**config.mk**
```make
export PLATFORM = sky130hd
export DESIGN_NAME = muldiv_unit
export DESIGN_NICKNAME = d
export VERILOG_FILES = /design/src/rtl/riscv_pkg.sv /design/src/rtl/div_iter.sv /design/src/rtl/muldiv_unit.sv
export SDC_FILE = /design/constraint.sdc
export NUM_CORES = 2
export LEC_CHECK = 0
export BUFFER_PORTS_ARGS = -buffer_cell sky130_fd_sc_hd__buf_4
export CAP_MARGIN = 0
export CORE_ASPECT_RATIO = 0.75
export CORE_UTILIZATION = 40
export DETAILED_ROUTE_END_ITERATION = 8
export PLACE_DENSITY_LB_ADDON = 0.3
export SYNTH_ARGS = -nofsm -noshare
export SYNTH_HDL_FRONTEND = slang
export SYNTH_HIERARCHICAL = 1
export SYNTH_SLANG_ARGS = --single-unit
```
**constraint.sdc**
```tcl
create_clock -name clk -period 15.2 [get_ports clk]
set_input_delay 2.28 -clock clk [delete_from_list [all_inputs] [get_ports clk]]
set_output_delay 2.28 -clock clk [all_outputs]
set_load 0.02 [all_outputs]
```
**src/rtl/riscv_pkg.sv**
```systemverilog
// Shared types and constants for the RV32M multiply/divide execute unit.
package riscv_pkg;

    // M-extension funct3 encodings
    typedef enum logic [2:0] {
        OP_MUL    = 3'd0,
        OP_MULH   = 3'd1,
        OP_MULHSU = 3'd2,
        OP_MULHU  = 3'd3,
        OP_DIV    = 3'd4,
        OP_DIVU   = 3'd5,
        OP_REM    = 3'd6,
        OP_REMU   = 3'd7
    } muldiv_op_e;

    typedef enum logic [1:0] {
        S_IDLE,
        S_MUL,
        S_DIV,
        S_DONE
    } muldiv_state_e;

    localparam logic [31:0] DIV_BY_ZERO_Q = 32'hFFFFFFFF;
    localparam logic [31:0] INT_MIN       = 32'h80000000;

    // Two's-complement negate when requested (magnitude <-> signed conversion)
    function automatic logic [31:0] neg_if(input logic neg, input logic [31:0] v);
        return neg ? (~v + 32'd1) : v;
    endfunction

endpackage

```
**src/rtl/div_iter.sv**
```systemverilog
// Unsigned restoring divider: one quotient bit per cycle, 32 cycles per start.
// quot/rem present the result of the final step combinationally while done is
// high, so the parent can capture it on the same edge the last step retires.
module div_iter (
    input  logic        clk,
    input  logic        reset,
    input  logic        start,
    input  logic [31:0] dividend,
    input  logic [31:0] divisor,
    output logic        done,
    output logic [31:0] quot,
    output logic [31:0] rem
);

    logic [31:0] rem_q, quot_q, dvs_q;
    logic [4:0]  cnt;
    logic        run;

    logic [32:0] rem_sh, sub;
    logic        ge;
    logic [31:0] rem_nxt, quot_nxt;

    // One restoring step; rem < divisor keeps the difference inside 33 signed bits
    always_comb begin
        rem_sh   = {rem_q, quot_q[31]};
        sub      = rem_sh - {1'b0, dvs_q};
        ge       = ~sub[32];
        rem_nxt  = ge ? sub[31:0] : rem_sh[31:0];
        quot_nxt = {quot_q[30:0], ge};
    end

    assign done = run && (cnt == 5'd31);
    assign quot = quot_nxt;
    assign rem  = rem_nxt;

    // Load on start, then shift/subtract until the counter wraps past 31
    always_ff @(posedge clk or negedge reset) begin
        if (!reset) begin
            rem_q  <= '0;
            quot_q <= '0;
            dvs_q  <= '0;
            cnt    <= '0;
            run    <= 1'b0;
        end else if (start) begin
            rem_q  <= '0;
            quot_q <= dividend;
            dvs_q  <= divisor;
            cnt    <= '0;
            run    <= 1'b1;
        end else if (run) begin
            rem_q  <= rem_nxt;
            quot_q <= quot_nxt;
            cnt    <= cnt + 5'd1;
            if (cnt == 5'd31) run <= 1'b0;
        end
    end

endmodule

```
**src/rtl/muldiv_unit.sv**
```systemverilog
// RV32M execute unit: single-issue multiply (2-cycle) and iterative divide,
// result offered to the register-file write port via valid/ready.
module muldiv_unit
    import riscv_pkg::*;
#(
    parameter int XLEN = 32
) (
    input  logic            clk,
    input  logic            reset,
    input  logic            in_valid,
    output logic            in_ready,
    input  logic [2:0]      in_op,
    input  logic [XLEN-1:0] in_a,
    input  logic [XLEN-1:0] in_b,
    input  logic [4:0]      in_rd,
    input  logic            flush,
    output logic            out_valid,
    input  logic            out_ready,
    output logic            out_we,
    output logic [4:0]      out_wa,
    output logic [XLEN-1:0] out_wd,
    output logic            busy,
    output logic [4:0]      busy_rd
);

    muldiv_state_e state, state_nxt;
    muldiv_op_e    op_in, op_q;
    logic [31:0]   a_q, b_q;
    logic [4:0]    rd_q;
    logic          neg_q, neg_r;

    logic          accept, is_div, div_zero, div_ovf, special;
    logic          sgn_div, a_neg, b_neg;
    logic [31:0]   a_mag, b_mag, spec_res;

    logic          div_done;
    logic [31:0]   div_quot, div_rem, div_res;

    logic [32:0]   a_ext, b_ext;
    logic signed [63:0] a_mul, b_mul, prod;
    logic [31:0]   mul_res;

    assign op_in  = muldiv_op_e'(in_op);
    assign accept = in_valid && in_ready && !flush;

    // Accept-time decode: divide sign handling and the no-iteration special cases
    always_comb begin
        is_div   = in_op[2];
        sgn_div  = (op_in == OP_DIV) || (op_in == OP_REM);
        div_zero = (in_b == 32'd0);
        div_ovf  = sgn_div && (in_a == INT_MIN) && (in_b == 32'hFFFFFFFF);
        special  = is_div && (div_zero || div_ovf);
        a_neg    = sgn_div && in_a[31];
        b_neg    = sgn_div && in_b[31];
        a_mag    = neg_if(a_neg, in_a);
        b_mag    = neg_if(b_neg, in_b);
        if (in_op[1]) spec_res = div_zero ? in_a : 32'd0;          // REM/REMU
        else          spec_res = div_zero ? DIV_BY_ZERO_Q : INT_MIN; // DIV/DIVU
    end

    div_iter u_div (
        .clk      (clk),
        .reset    (reset),
        .start    (accept && is_div && !special),
        .dividend (a_mag),
        .divisor  (b_mag),
        .done     (div_done),
        .quot     (div_quot),
        .rem      (div_rem)
    );

    // Divide fix-up: quotient negated on sign mismatch, remainder follows dividend
    assign div_res = op_q[1] ? neg_if(neg_r, div_rem) : neg_if(neg_q, div_quot);

    // Multiply on 33-bit extended operands; only the low 64 product bits are used,
    // so the extension is carried straight into 64-bit signed operands
    always_comb begin
        a_ext   = {((op_q == OP_MULH) || (op_q == OP_MULHSU)) && a_q[31], a_q};
        b_ext   = {(op_q == OP_MULH) && b_q[31], b_q};
        a_mul   = {{31{a_ext[32]}}, a_ext};
        b_mul   = {{31{b_ext[32]}}, b_ext};
        prod    = a_mul * b_mul;
        mul_res = (op_q == OP_MUL) ? prod[31:0] : prod[63:32];
    end

    // State register
    always_ff @(posedge clk or negedge reset) begin
        if (!reset) state <= S_IDLE;
        else        state <= state_nxt;
    end

    // Next state; flush wins over every other condition
    always_comb begin
        state_nxt = state;
        unique case (state)
            S_IDLE: if (accept) state_nxt = !is_div ? S_MUL : (special ? S_DONE : S_DIV);
            S_MUL:  state_nxt = S_DONE;
            S_DIV:  if (div_done) state_nxt = S_DONE;
            S_DONE: if (out_ready) state_nxt = S_IDLE;
            default: state_nxt = S_IDLE;
        endcase
        if (flush) state_nxt = S_IDLE;
    end

    // Status and handshake outputs decoded from state
    always_comb begin
        in_ready  = (state == S_IDLE);
        busy      = (state != S_IDLE);
        out_valid = (state == S_DONE);
        out_we    = out_valid && (out_wa != 5'd0);
        busy_rd   = busy ? rd_q : 5'd0;
    end

    // Operand latch at accept and result capture into the output register
    always_ff @(posedge clk or negedge reset) begin
        if (!reset) begin
            op_q   <= OP_MUL;
            a_q    <= '0;
            b_q    <= '0;
            rd_q   <= '0;
            neg_q  <= 1'b0;
            neg_r  <= 1'b0;
            out_wd <= '0;
        end else if (accept) begin
            op_q  <= op_in;
            a_q   <= in_a;
            b_q   <= in_b;
            rd_q  <= in_rd;
            neg_q <= a_neg ^ b_neg;
            neg_r <= a_neg;
            if (special) out_wd <= spec_res;
        end else if (!flush) begin
            if (state == S_MUL)                  out_wd <= mul_res;
            else if (state == S_DIV && div_done) out_wd <= div_res;
        end
    end

    assign out_wa = rd_q;

endmodule

```
==> impl_results.md <==
- Core Rows: 115
- CP startpoint: op_q[0]
- Setup tns final: 0 ns
- Yosys reg bits: 210
- Worst Setup Path Type: flop to flop
- Final Skew: between 0.02 and 0.025 ns
- Crit-path slowest cell: fa_1
- Achievable Freq: around 100 MHz
- RSZ-0062 raised after global routing: no
- Die width: between 400 and 500 um
- Worst-path clk slew: roughly 0.070 ns
- DPL Wire Length: 132000 um
- First-pass GRT wire length: between 200000 and 300000 um
- Largest net degree at the start of global routing: 100
- Met3 WL: 16700 um
- Max cap viols: 0
- Final net count: between 7000 and 8000
- FF-to-FF path depth: 27
- Crit. End Element: flop
- WL final: approximately 170000 um
- Final Max Tran Viols: 0
- Gp weighted congestion: 0.964
- Reg-to-Reg End: out_wd[29]
- Full die area: around 130000 sq um
- FF-to-FF Start: op_q[0]
- Iteration-0 DRC Markers: between 4000 and 5000
- Final Util: 0.429
- Hold Path Class: flop to flop
- Yosys cell types: 88
- Area growth syn-to-layout: 5.95%
- Required time worst endpoint: 15.64 ns
- Syn_nets: ~7600
- CTS resizes: 0
- Crit path DAT: about 10 ns
- Longest Clk Path Bufs: 3
- # H-tree levels: 1
- CTS Hold Bufs: 0
- Initial Util: 0.405
- Met2 Wirelength: 70600 um
- Syn Area/Cell: 8.61 sq um
- Post-Syn Area: 53300 sq um
- Warnings from Yosys: 6
- Register area share after synthesis: 0.0987
- DR DRC count: 0
- Final count of negative-setup-slack endpoints: 0
- CP peak stage delay: 0.78 ns
- CTS buffer count: 23
- CORE AREA: 132000 sq um
- Status: finished clean
- Period minus WS final: 9.57 ns
- Metal-1 WL: 77300 um
- Global Route Usage Sum: 0.254
- Top FF cell, synth: dfrtp_1
- CTS root buffer: clkbuf_16
- Final Hold Fails: 0
- Antenna violations before repair: 5
- IO Pins: ~120
- Grt total ovfl: 0
- CP Launch Type: flop
- Vias/cell: approximately 5.4
- Async SR Flop Fraction: 1.00
- Die H: ~320 um
- Vias in the first global route: about 43000
- Hold path cells: 2
- Layout cells sized above 1: 0.0557
- Number of fill cells: ~13000
- Antenna Nets Post-Route: 0
- Via count: approximately 42000
- Postcts setup bufs: 0
- Worst reg2reg setup slack: between 5 and 6 ns
- Number of flops mapped to enable cells by yosys: 0
- Synth Instances: 6185
- DR top layer: met4
- CTS tree: yes
- Crit-path most repeated cell: fa_1
- Clk_lat worst skew: 0.56 ns
- Slew at the pin closest to its max-slew limit: roughly 1.2 ns
- Hold Slack: about 0.48 ns
- Slew margin rel.: 0.220
- Tcrit/Tclk final: 0.630
- Critical path fanouts, max: 31
- WL/cell: about 22 um
- DR pass1 iterations: 6
- Clock sinks: between 200 and 250
- Port bufs: approximately 120
- Worst setup path endpoint: out_wd[29]
- N_diodes: 0
[layout make-up]
class / instances / area [sq um] / area share
Multi-Input combinational cell: 4343 / 41700 / 0.740
Sequential cell: 210 / 5260 / 0.0932
Inverter: 1243 / 4670 / 0.0827
Tap cell: 1755 / 2200 / 0.0389
Timing Repair Buffer: 233 / 1760 / 0.0311
Clock buffer: 31 / 636 / 0.0113
Clock inverter: 10 / 175 / 0.00310
[cells by family after synthesis]
family | after synthesis | synth area share
AOI/OAI and AO/OA | 690 | 0.0809
muxes | 76 | 0.0153
buffers and inverters | 1632 | 0.118
xor gates and xnor gates | 215 | 0.0354
and+or+nand+nor | 1981 | 0.169
DFF | 210 | 0.0987
adders and majority gates | 1381 | 0.483
[critical path, delay by kind of cell (launching register included)]
family / cells / cell delay (ns)
buf+inv: 6 / 0.65
fa+ha+maj: 9 / 4.80
flops: 1 / 0.45
xor+xnor: 1 / 0.26
simple gates: 5 / 1.32
mux: 1 / 0.12
compound gates: 5 / 1.84
[cells in the mapped netlist, types with 12 or more instances]
cell type	instances	share of area
inv_1	1242	0.088
nand2_1	1166	0.082
fa_1	1126	0.42
and2_1	322	0.038
clkbuf_1	322	0.023
ha_1	255	0.060
dfrtp_1	210	0.099
o21ai_0	201	0.019
nor2_1	192	0.014
a21oi_1	175	0.016
xnor2_1	117	0.019
xor2_1	98	0.016
mux2i_1	57	0.011
nor3_1	53	0.0050
a21o_1	50	0.0070
nor2b_1	45	0.0053
nand3_1	40	0.0038
nand4_1	34	0.0040
buf_4	32	0.0045
o31ai_1	31	0.0044
o21a_1	30	0.0042
o21ai_1	29	0.0027
a211oi_1	25	0.0035
or3_1	24	0.0028
buf_2	22	0.0021
a31oi_1	21	0.0025
and3_1	19	0.0022
nor4_1	18	0.0021
or4_1	17	0.0024
o211ai_1	16	0.0023
o21bai_1	15	0.0021
or2_2	14	0.0016
nand2b_1	12	0.0014
o41ai_1	12	0.0020
[per-stage QoR]
| stage | cell area, sq um | instances | worst slack, ns |
|---|---|---|---|
| after floorplan | 53300 | 6185 | 6.52 |
| after global placement | 55600 | 7784 | 5.89 |
| after detailed placement | 55600 | 7784 | 5.73 |
| after CTS | 56400 | 7825 | 5.70 |
| after global routing | 56400 | 7825 | 5.11 |
| final | 56400 | 7825 | 5.63 |
[routing by layer]
metal / track usage / vias to the layer above
met5: 0 / -
met4: 0.0539 / 0
met3: 0.0516 / 168
met2: 0.366 / 1829
met1: 0.390 / 21700
li1: - / 18300
[placed cells by master, fill, tap and decap left out, drive strengths merged, types with 32 or more instances in the layout]
cell	netlist	final
nand2	1166	1166
fa	1126	1126
o31ai	32	32
xnor2	117	117
and2	323	323
nand4	34	34
nor2b	45	45
nor3	54	54
buf	66	233
nand3	41	41
ha	255	255
a21oi	178	178
o21ai	231	231
nor2	192	192
xor2	98	98
inv	1243	1246
dfrtp	210	210
a21o	50	50
mux2i	57	57
[worst min-delay path by stage]
stage                     slack, ns        endpoint            from
after floorplan                0.48  u_div/dvs_q[0]  u_div/dvs_q[0]
after global placement         0.46         b_q[26]         b_q[26]
after detailed placement       0.46         a_q[10]         a_q[10]
after CTS                      0.48          a_q[3]          a_q[3]
after global routing           0.50         b_q[26]         b_q[26]
final                          0.48         b_q[26]         b_q[26]
[sequential cells by signal, indices dropped and copies added, names as in the netlist, 2 cells and up]
name          flops
u_div/rem_q      32
state             2
u_div/dvs_q      32
op_q              3
out_wd           32
a_q              32
b_q              32
u_div/cnt         5
out_wa            5
u_div/quot_q     32
Power is not shown: default switching activity piles up to over one toggle a cycle in this logic, so the estimate is an artifact.
